File: src/rtl/demux2_skid_stage.sv
// demux2_skid_stage: registered 1-to-2 steering stage.
// One upstream word stream is routed per word to output A (in_sel = 1) or
// output B (in_sel = 0). Each output owns a small FIFO, so a stalled consumer
// never blocks words bound for the other output.
//
// Optional build macro: DEMUX2_FLUSH_EN adds a synchronous 'flush' input that
// empties both FIFOs and blocks any same-cycle push or pop.
//
// Handshake semantics (all three ports): a word moves on a rising clk edge
// exactly when valid and ready are both 1 at that edge; valid never depends
// on ready; in_ready is derived only from stored occupancy, so there is no
// combinational path from a_ready/b_ready to in_ready and none from the
// input to the outputs.
module demux2_skid_stage #(
    parameter int WIDTH = 32,
    parameter int DEPTH = 2,
    parameter int PTRW  = 1
) (
    input  logic             clk,
    input  logic             reset,
`ifdef DEMUX2_FLUSH_EN
    input  logic             flush,
`endif
    input  logic [WIDTH-1:0] in_data,
    input  logic             in_sel,
    input  logic             in_valid,
    output logic             in_ready,
    output logic [WIDTH-1:0] a_data,
    output logic             a_valid,
    input  logic             a_ready,
    output logic [WIDTH-1:0] b_data,
    output logic             b_valid,
    input  logic             b_ready,
    output logic [PTRW:0]    a_count,
    output logic [PTRW:0]    b_count
);

    localparam logic [PTRW:0]   FULL_CNT = (PTRW+1)'(DEPTH);
    localparam logic [PTRW:0]   CNT_ONE  = (PTRW+1)'(1);
    localparam logic [PTRW-1:0] PTR_ONE  = PTRW'(1);

    // Storage (intentionally not reset).
    logic [WIDTH-1:0] mem_a [DEPTH];
    logic [WIDTH-1:0] mem_b [DEPTH];

    // Pointers and occupancy per FIFO.
    logic [PTRW-1:0] wr_a, rd_a;
    logic [PTRW-1:0] wr_b, rd_b;
    logic [PTRW:0]   cnt_a, cnt_b;

    // Set on the first write after reset; until then the data outputs show 0
    // instead of uninitialised storage.
    logic loaded_a, loaded_b;

    logic flush_i;
    logic push_a, push_b;
    logic pop_a, pop_b;

`ifdef DEMUX2_FLUSH_EN
    assign flush_i = flush;
`else
    assign flush_i = 1'b0;
`endif

    // Upstream ready: room in the selected FIFO, judged on stored occupancy
    // only, so a full FIFO being popped this cycle still refuses the word.
    always_comb begin
        in_ready = 1'b0;
        if (!reset && !flush_i) begin
            in_ready = in_sel ? (cnt_a != FULL_CNT) : (cnt_b != FULL_CNT);
        end
    end

    // Handshake qualifiers for every FIFO port.
    always_comb begin
        push_a = in_valid & in_ready & in_sel;
        push_b = in_valid & in_ready & ~in_sel;
        pop_a  = a_valid & a_ready & ~flush_i;
        pop_b  = b_valid & b_ready & ~flush_i;
    end

    // Output view: valid from occupancy, data straight from the head slot.
    always_comb begin
        a_valid = (cnt_a != '0);
        b_valid = (cnt_b != '0);
        a_count = cnt_a;
        b_count = cnt_b;
        a_data  = loaded_a ? mem_a[rd_a] : '0;
        b_data  = loaded_b ? mem_b[rd_b] : '0;
    end

    // FIFO A storage write.
    always_ff @(posedge clk) begin
        if (push_a) begin
            mem_a[wr_a] <= in_data;
        end
    end

    // FIFO B storage write.
    always_ff @(posedge clk) begin
        if (push_b) begin
            mem_b[wr_b] <= in_data;
        end
    end

    // FIFO A pointers and count; pointers wrap modulo DEPTH.
    always_ff @(posedge clk or posedge reset) begin
        if (reset) begin
            wr_a     <= '0;
            rd_a     <= '0;
            cnt_a    <= '0;
            loaded_a <= 1'b0;
        end else if (flush_i) begin
            wr_a  <= '0;
            rd_a  <= '0;
            cnt_a <= '0;
        end else begin
            if (push_a) begin
                wr_a     <= wr_a + PTR_ONE;
                loaded_a <= 1'b1;
            end
            if (pop_a) begin
                rd_a <= rd_a + PTR_ONE;
            end
            case ({push_a, pop_a})
                2'b10:   cnt_a <= cnt_a + CNT_ONE;
                2'b01:   cnt_a <= cnt_a - CNT_ONE;
                default: cnt_a <= cnt_a;
            endcase
        end
    end

    // FIFO B pointers and count; pointers wrap modulo DEPTH.
    always_ff @(posedge clk or posedge reset) begin
        if (reset) begin
            wr_b     <= '0;
            rd_b     <= '0;
            cnt_b    <= '0;
            loaded_b <= 1'b0;
        end else if (flush_i) begin
            wr_b  <= '0;
            rd_b  <= '0;
            cnt_b <= '0;
        end else begin
            if (push_b) begin
                wr_b     <= wr_b + PTR_ONE;
                loaded_b <= 1'b1;
            end
            if (pop_b) begin
                rd_b <= rd_b + PTR_ONE;
            end
            case ({push_b, pop_b})
                2'b10:   cnt_b <= cnt_b + CNT_ONE;
                2'b01:   cnt_b <= cnt_b - CNT_ONE;
                default: cnt_b <= cnt_b;
            endcase
        end
    end

endmodule

File: config.mk
export PLATFORM = sky130hd
export DESIGN_NAME = demux2_skid_stage
export DESIGN_NICKNAME = d
export VERILOG_FILES = /design/src/rtl/demux2_skid_stage.sv
export SDC_FILE = /design/constraint.sdc
export NUM_CORES = 1
export LEC_CHECK = 0
export ABC_AREA = 0
export ABC_CLOCK_PERIOD_IN_PS = 7900
export CAP_MARGIN = 25
export CORE_MARGIN = 2
export CORE_UTILIZATION = 40
export DETAILED_ROUTE_END_ITERATION = 7
export GPL_ROUTABILITY_DRIVEN = 0
export PLACE_DENSITY = 0.65
export RECOVER_POWER = 25
export SETUP_SLACK_MARGIN = 0.3
export SYNTH_ARGS = -nofsm -noshare
export SYNTH_HDL_FRONTEND = slang
export SYNTH_SLANG_ARGS = --single-unit
File: constraint.sdc
create_clock -name clk -period 7.9 [get_ports clk]
set_input_delay 0.79 -clock clk [delete_from_list [all_inputs] [get_ports clk]]
set_output_delay 0.79 -clock clk [all_outputs]
set_load 0.03 [all_outputs]
==> flow_metrics.py <==
metrics = {
    "synthesis": {
        "post_synth.cell_area_avg_um2": 17.4,
        "synthesis.area_um2": 5490,
        "yosysWarnings": 0,
        "synth_top_area_cell": "edfxtp_1",
        "synth_cells": 315,
        "synth_top_area_frac": 0.700,
        "yosys.area_share.simple": 0.0957,
        "yosysSeqAreaShare": 0.745,
        "synth_compound_area_frac": 0.000911,
        "synth-xor-area-share": 0.0159,
        "synth_fa_ha_area_frac": 0.00455,
        "synth_nets": 355,
        "synthMuxAreaShare": 0.117,
        "synth_top_family_by_area": "multiplexers",
        "synth_seq_cells": 138,
        "synth_cell_type_count": 20,
        "synth_area_leaders": "edfxtp_1, mux2i_1, nor2b_1",
    },
    "cells_and_area": {
        "num_antenna_cells": 0,
        "final_util": 0.555,
        "fin_nets": 472,
        "drive_gt1_frac": 0.0876,
        "final_common_cell": "edfxtp_1",
        "finalNonFillerCells": 621,
        "syn_to_final_growth_pct": 34.8,
        "final_cell_mix": "edfxtp_1, clkdlybuf4s50_1, mux2i_1, nor2b_1, dlygate4sd3_1",
    },
    "setup_path": {
        "crit_fanout": 33,
        "crit_required_ns": 7.11,
        "end_kind": "output pin",
        "setup.worst_path.class": "reg2out",
        "arrival_ns": 2.53,
        "cp-start-kind": "flop",
    },
    "power": {
        "combPwrFrac": 0.347,
        "clock_power_share": 0.294,
        "p_int_mw": 1.82,
        "p_switching_mw": 0.867,
        "swShare": 0.323,
        "p_seq_frac": 0.359,
        "powerDensity_nw_per_um2": 363,
        "p_leak_nw": 2.63,
        "ir_drop_mv": 0.187,
        "p_total_mw": 2.69,
    },
    "routing": {
        "vias": 2906,
        "drt-total-wl_um": 10500,
        "drtPass1Iterations": 6,
        "wl_per_cell_um": 16.8,
        "antenna_left": 0,
        "dr.first_iter.drc_count": 111,
        "post-route-drc-count": 0,
        "via_per_inst": 4.68,
    },
    "worst_hold_path": {
        "min_path_type": "reg2reg",
    },
    "clocking": {
        "cts_tree": "yes",
        "cts_resized": 0,
        "cts_buffer_depth": 2,
        "cts.sinks": 138,
        "cts_made_buffers": 17,
        "root_buffer": "clkbuf_16",
        "cts_setup_buffers": 0,
        "clkTransAtPathRegs_ns": 0.05,
        "htreeDepth": 4,
        "holdBufCountCts": 0,
        "clk_latency_ns": 0.40,
    },
    "die": {
        "die_area_um2": 14700,
        "fp.dieW_um": 121,
        "start_util": 0.412,
        "die_y_um": 121,
        "ios": 109,
        "core-area_um2": 13300,
        "row_count": 42,
    },
    "placed_design": {
        "io_buffer_count": 108,
        "dp.cells": 585,
        "hpwl_um": 6360,
    },
    "sta": {
        "fin_skew_ns": 0.00436,
        "drv_slew": 0,
        "setup_tns_ns": 0,
        "fmax_mhz": 301,
        "post-route-min-period_ns": 3.32,
        "holdWs_ns": 0.534,
        "hold_viol": 0,
        "min_period_over_period": 0.421,
        "setup_viol": 0,
        "slew_headroom": 0.341,
        "worst_pin_slew_ns": 0.989,
        "rsz0062_at_grt": "false",
    },
    "grt": {
        "track_usage": 0.145,
        "overflow": 0,
        "antenna_found_initial": 0,
        "grt_max_degree": 34,
        "grt_pass1_vias": 2847,
        "grt_pass1_wl_um": 15600,
    },
    "job": {
        "drv_cap": 0,
    },
    "run_status": {
        "outcome": "completed",
    },
}
[logic make-up (layout without fill, tap and decap cells)]
kind of cell	Yosys count	count (layout)
buffers and inverters	17	147
XOR/XNOR	10	10
adder cells (fa/ha/maj)	2	2
AND/OR/NAND/NOR	83	83
flip-flops	138	138
multiplexers	64	64
AO/OA/AOI/OAI	1	1
[cells in the mapped netlist, drive strengths merged]
master  number
a21oi        1
and2         2
buf          8
clkbuf       6
dfrtp       10
edfxtp     128
ha           2
inv          3
mux2i       64
nand2        1
nand2b       5
nand3        1
nand4        1
nor2         7
nor2b       64
or2          2
xnor2        6
xor2         4
[final timing paths]
path,startpoint,to,slack [ns],cells past startpoint
hold reg to reg,b_count[1],b_count[1],0.53,1
max in group asynchronous,reset,rd_b,6.77,2
setup / recovery,rd_a,a_data[4],4.58,3
setup reg to reg,a_count[0],mem_a[1][26],5.92,3
hold / removal,b_count[1],b_count[1],0.53,1
min in group asynchronous,reset,b_count[0],0.78,2
[per-layer routing]
layer  track usage  part of all wire
met1         0.195              0.45
met2         0.228              0.49
met3        0.0503             0.053
met4        0.0366            0.0044
met5             0                 0
[power groups by stage]
| stage | registers [mW] | logic [mW] | clock network [mW] |
|---|---|---|---|
| finish | 0.964 | 0.932 | 0.790 |
| floorplan | 0.932 | 0.587 | 0 |
| detailed placement | 1.01 | 0.893 | 0 |
| CTS | 1.00 | 0.897 | 0.806 |
| global placement | 1.01 | 0.887 | 0 |
| global route | 0.975 | 0.983 | 0.840 |
[area by class of cell]
| type | count | area (um^2) |
|---|---|---|
| repair buffers | 112 | 1170 |
| well taps | 176 | 220 |
| inverters | 3 | 11.3 |
| clock inverters | 8 | 144 |
| fillers | 1084 | 5940 |
| flip-flops and latches | 138 | 4100 |
| multi-input cells | 160 | 1310 |
| clock buffers | 24 | 452 |
[sequential cells by signal, indices dropped and copies added (netlist names)]
name / count
a_count: 2
b_count: 2
loaded_a: 1
loaded_b: 1
mem_a: 64
mem_b: 64
rd_a: 1
rd_b: 1
wr_a: 1
wr_b: 1
[through the flow]
stage	setup WS [ns]	instance area, um^2
6_report	4.58	7410
4_1_cts	4.43	7320
5_1_grt	4.39	7410
3_3_place_gp	4.84	6720
3_5_place_dp	4.77	6720
2_1_floorplan	4.84	5490
[worst max-delay path, cell delays in order (launching register included)]
cell             delay (ns)
dfrtp_2                1.02
mux2i_1                0.17
nor2b_1                0.23
clkdlybuf4s50_1        0.71
Power figures use the tool's default switching activity.
